**config.mk**
```make
export PLATFORM = sky130hd
export DESIGN_NAME = wb_arbiter_2m
export DESIGN_NICKNAME = d
export VERILOG_FILES = /design/src/rtl/wb_arbiter_2m.sv
export SDC_FILE = /design/constraint.sdc
export NUM_CORES = 1
export LEC_CHECK = 0
export ABC_AREA = 1
export BUFFER_PORTS_ARGS = -buffer_cell sky130_fd_sc_hd__buf_2
export CAP_MARGIN = 10
export CORE_AREA = 2 2 123 125
export DETAILED_ROUTE_END_ITERATION = 6
export DIE_AREA = 0 0 125 127
export PLACE_DENSITY_LB_ADDON = 0.15
export REMOVE_ABC_BUFFERS = 1
export SLEW_MARGIN = 20
export SYNTH_ARGS = -nofsm -noshare
export SYNTH_HDL_FRONTEND = slang
export SYNTH_SLANG_ARGS = --single-unit
```
**constraint.sdc**
```tcl
create_clock -name clk -period 2.3 [get_ports clk]
set_clock_uncertainty 0.15 [all_clocks]
set_input_delay 0.46 -clock clk [delete_from_list [all_inputs] [get_ports clk]]
set_output_delay 0.46 -clock clk [all_outputs]
set_load 0.02 [all_outputs]
```
**src/rtl/wb_arbiter_2m.sv**
```systemverilog
// Two-master to one-slave Wishbone arbiter: round-robin grant held for the whole
// bus cycle, plus a watchdog that errors out a master whose access is never acked.
module wb_arbiter_2m #(
  parameter int unsigned TIMEOUT = 255,
  parameter int unsigned TO_W    = 8
) (
  input  logic        clk,
  input  logic        rst,
  input  logic [31:0] m0_adr_i,
  input  logic [31:0] m0_dat_i,
  input  logic        m0_we_i,
  input  logic [3:0]  m0_sel_i,
  input  logic        m0_stb_i,
  input  logic        m0_cyc_i,
  output logic [31:0] m0_dat_o,
  output logic        m0_ack_o,
  output logic        m0_err_o,
  input  logic [31:0] m1_adr_i,
  input  logic [31:0] m1_dat_i,
  input  logic        m1_we_i,
  input  logic [3:0]  m1_sel_i,
  input  logic        m1_stb_i,
  input  logic        m1_cyc_i,
  output logic [31:0] m1_dat_o,
  output logic        m1_ack_o,
  output logic        m1_err_o,
  output logic [31:0] s_adr_o,
  output logic [31:0] s_dat_o,
  output logic        s_we_o,
  output logic [3:0]  s_sel_o,
  output logic        s_stb_o,
  output logic        s_cyc_o,
  input  logic [31:0] s_dat_i,
  input  logic        s_ack_i,
  output logic [1:0]  gnt_o
);

  typedef enum logic [1:0] {IDLE, G0, G1} state_e;

  localparam logic            WD_EN = (TIMEOUT != 0);
  localparam logic [TO_W-1:0] TERM  = WD_EN ? TO_W'(TIMEOUT - 1) : '0;

  state_e          state_q, state_d;
  logic            last_q, last_d;   // 1: m1 was the last owner
  logic [TO_W-1:0] cnt_q, cnt_d;
  logic            err_q, err_d;

  always_comb begin
    state_d = state_q;
    last_d  = last_q;
    case (state_q)
      IDLE: begin
        if (m0_cyc_i && (!m1_cyc_i || last_q)) state_d = G0;
        else if (m1_cyc_i)                     state_d = G1;
      end
      G0: begin
        if (!m0_cyc_i) begin
          last_d  = 1'b0;
          state_d = m1_cyc_i ? G1 : IDLE;
        end
      end
      G1: begin
        if (!m1_cyc_i) begin
          last_d  = 1'b1;
          state_d = m0_cyc_i ? G0 : IDLE;
        end
      end
      default: state_d = IDLE;
    endcase
  end

  always_comb begin
    s_adr_o  = '0;
    s_dat_o  = '0;
    s_we_o   = 1'b0;
    s_sel_o  = '0;
    s_stb_o  = 1'b0;
    s_cyc_o  = 1'b0;
    gnt_o    = 2'b00;
    m0_ack_o = 1'b0;
    m0_err_o = 1'b0;
    m1_ack_o = 1'b0;
    m1_err_o = 1'b0;
    m0_dat_o = s_dat_i;
    m1_dat_o = s_dat_i;
    case (state_q)
      G0: begin
        gnt_o    = 2'b01;
        s_adr_o  = m0_adr_i;
        s_dat_o  = m0_dat_i;
        s_we_o   = m0_we_i;
        s_sel_o  = m0_sel_i;
        s_stb_o  = m0_stb_i & ~err_q;
        s_cyc_o  = m0_cyc_i;
        m0_ack_o = s_ack_i;
        m0_err_o = err_q;
      end
      G1: begin
        gnt_o    = 2'b10;
        s_adr_o  = m1_adr_i;
        s_dat_o  = m1_dat_i;
        s_we_o   = m1_we_i;
        s_sel_o  = m1_sel_i;
        s_stb_o  = m1_stb_i & ~err_q;
        s_cyc_o  = m1_cyc_i;
        m1_ack_o = s_ack_i;
        m1_err_o = err_q;
      end
      default: ;
    endcase
  end

  // err_q is only raised while the grant is unchanged, so it always belongs to the current owner
  always_comb begin
    cnt_d = '0;
    err_d = 1'b0;
    if (WD_EN && (state_q != IDLE) && (state_d == state_q) && s_stb_o && !s_ack_i) begin
      if (cnt_q == TERM) err_d = 1'b1;
      else               cnt_d = cnt_q + TO_W'(1);
    end
  end

  always_ff @(posedge clk or negedge rst) begin
    if (!rst) begin
      state_q <= IDLE;
      last_q  <= 1'b1;
      cnt_q   <= '0;
      err_q   <= 1'b0;
    end else begin
      state_q <= state_d;
      last_q  <= last_d;
      cnt_q   <= cnt_d;
      err_q   <= err_d;
    end
  end

endmodule
```
==> metrics.md <==
| Metric | Value |
|---|---|
| Top area cells in the synthesized netlist | nand2_1 (26%), buf_4 (20%), a21oi_1 (15%) |
| Met3 GRT Util | roughly a tenth |
| Core Rows | 44 |
| Gr ovfl total | 0 |
| Post-Route WL | 19.3 mm |
| Yosys top cell by area | nand2_1 |
| Largest net degree at the start of global routing | 27 |
| Post-route insts no fill | 774 |
| Multi-input gate area | 1720 µm² |
| TritonCTS clock tree | done |
| Worst setup margin | -0.0383 ns |
| Detail Placement HPWL | around 15 mm |
| FF+latch count, synth | 12 |
| Power Internal | around 2.7 mW |
| GP Congestion | a little under 1 |
| Fill cells | around 1,600 |
| Number of vias per cell | between 4 and 5 |
| Comb power frac | around nine tenths |
| Synth Area per Inst | approximately 5.7 µm² |
| H-tree Lvls | 1 |
| Hold WC Path Type | reg2reg |
| Num CTS Buffers | 3 |
| Clock Latency Late Sink | ~0.24 ns |
| Final Slew Violations | 0 |
| Crit Path Class | reg2out |
| Drt drc | 0 |
| Setup TNS | -0.0404 ns |
| Met2 Resource Use GR | between 40% and 50% |
| Clk sink count | 12 |
| Core area | 14,400 µm² |
| Initial Util | 16.3% |
| Sw Pwr | around 2.9 mW |
| Bufs on Longest Clock Path | 2 |
| Area Overhead vs Synth | 89.2% |
| Design Power | 5.52 mW |
| Yosys top cell area share | a little over a quarter |
| Hold endpoint | last_q |
| Worst-Margin Slew | between 0.4 and 0.5 ns |
| Fin crit period | between 2 and 2.5 ns |
| Slew headroom | a little over two thirds |
| Initial drt markers | ~160 |
| Critical R2R Capture | cnt_q[3] |
| WHS Path Cells | 1 |
| R2r setup slk | 0.15 ns |
| Busiest grt layer | met2 |
| Crit. Startpoint | state_q[0] |
| Antenna diodes | 0 |
| Ys Warns | 0 |
| DR WL/cell | around 25 µm |
| Boundary pin count | between 300 and 400 |
| Post-Syn Area | 2350 µm² |
| Status | complete, but fails checks |
| Worst-path clk slew | around 0.040 ns |
| Horiz. Die Dim | between 100 and 150 µm |
| Reg power frac | about 4.8% |
| Met1 GRT Util | about 17% |
| R2R Path Start | state_q[1] |
| Vias in the first global route | between 3,000 and 4,000 |
| Crit. End Element | output port |
| FF+latch area | between 300 and 400 µm² |
| Hold Slack | 0.432 ns |
| RSZ-0062 raised after global routing | true |
| Place WS | ~0.083 ns |
| IO Port Bufs | around 220 |
| Most frequent cells in the layout | buf_2 (152), nand2_1 (150), buf_4 (62), a21oi_2 (44), buf_6 (27) |
| P per Cell Area | roughly 1200 nW/µm² |
| First-pass GRT wire length | between 20 and 25 mm |
| Failing checks | setup timing |
| CP Launch Type | flop |
| Worst R2R Path Depth | 12 |
| Share of layout cells above drive strength 1 | between 60 and 70% |
| Clock share of power | around 6% |
| Commonest non-fill, non-tap cell in the layout | buf_2 |
| Lkg Pwr | about 2.1 nW |
| FMAX | about 430 MHz |
| Height of the chip | 127 µm |
| WP data required | 1.69 ns |
| Post-Synthesis Cells | just over 400 |
| Peak VDD IR | about 430 µV |
| Pre-antenna DRT Iters | 7 |
| Die area | between 15,000 and 20,000 µm² |
| Initial antenna violation count | 1 |
| CP arrival | between 1.5 and 2 ns |
| Clock root cell | clkbuf_16 |
| Final period util | 102% |
| Worst min-delay path startpoint | last_q |
| Cells after DPL | 746 |
| Vias | approximately 3,600 |
| Layout Nets | 776 |
| Sequential share of the synthesized area | between 10% and 20% |
| Highest net fanout along the worst path | 8 |
| Final Hold Vio Count | 0 |
| Number of nets with antenna violations after routing | 0 |
| Setup Viol. Count Final | 2 |
| Netlist cell types | 26 |
| Switching share of total power | 51.8% |
| Max Cap Viol | 0 |
| Overall global routing resource usage | between 20% and 30% |
## per-stage QoR
stage	utilization, %	instance area [µm²]
after floorplan	-	1780
after CTS	25.6	3690
after global placement	23.2	3340
after global routing	30.9	4450
final	30.9	4450
after detailed placement	23.2	3340
## per-layer routing
layer / up-vias / routed length, µm
met5: - / 74
met4: 4 / 840
met2: 233 / 11000
met3: 40 / 1920
li1: 1600 / -
met1: 1673 / 5410
## cell type report
type | instances | area share, %
Timing Repair Buffer | 263 | 45.7
Sequential cell | 12 | 6.77
Multi-Input combinational cell | 289 | 38.6
Inverter | 22 | 1.97
Tap cell | 184 | 5.17
Clock buffer | 4 | 1.77
## worst max path at each step
stage,cells past startpoint,slack (ns),to
after floorplan,4,-0.88,s_cyc_o
after global placement,7,0.08,s_dat_o[17]
after detailed placement,7,0.08,s_dat_o[17]
after CTS,7,-0.02,s_adr_o[18]
after global routing,7,-0.1,s_dat_o[8]
final,7,-0.04,s_dat_o[8]
## cells in the mapped netlist
| cell | count |
|---|---|
| buf_1 | 1 |
| dfrtp_1 | 11 |
| buf_2 | 1 |
| a21oi_1 | 71 |
| o21bai_1 | 1 |
| or2_1 | 1 |
| nand3_1 | 11 |
| inv_1 | 20 |
| nand3b_1 | 1 |
| nand3_4 | 1 |
| nor3_2 | 11 |
| o21ai_0 | 1 |
| nand3_2 | 1 |
| buf_6 | 1 |
| nand2_1 | 164 |
| clkbuf_1 | 20 |
| xor2_1 | 1 |
| a32o_1 | 1 |
| buf_4 | 64 |
| inv_2 | 2 |
| nor2_1 | 8 |
| nand2_4 | 1 |
| nand4_1 | 2 |
| dfstp_2 | 1 |
| nand2_2 | 5 |
| ha_1 | 8 |
## power groups by stage
stage	logic, mW	registers, mW	clock network [mW]
2_1_floorplan	1.72	0.276	0
3_3_place_gp	3.22	0.265	0
3_5_place_dp	3.22	0.265	0
4_1_cts	3.76	0.264	0.331
5_1_grt	5.18	0.268	0.345
6_report	4.93	0.265	0.325
## registers in the layout (all words and copies together) (netlist names)
signal,count
cnt_q,8
err_q,1
last_q,1
state_q,2
## repair_timing
item,CTS,global route
setup buffers,4,6
hold buffers,1,0
endpoints found under the hold margin,11,0
gates resized for setup,34,151
endpoints found under the setup margin,62,59
pin swaps,0,27
cloned,4,9
## critical path, cell delays in order, from the launching register on
cell and delay [ns]:
dfrtp_1 0.39, inv_2 0.13, ha_4 0.24, buf_12 0.17
clkbuf_16 0.17, nand2_1 0.08, a21oi_2 0.15, buf_4 0.16
## cell families after synthesis
| logic type | synth area share [%] |
|---|---|
| buffers and inverters | 28.0 |
| adders and majority gates | 4.25 |
| AOI/OAI and AO/OA | 16.1 |
| DFF | 12.8 |
| and+or+nand+nor | 38.5 |
| xor gates and xnor gates | 0.372 |
Power figures use the tool's default switching activity.
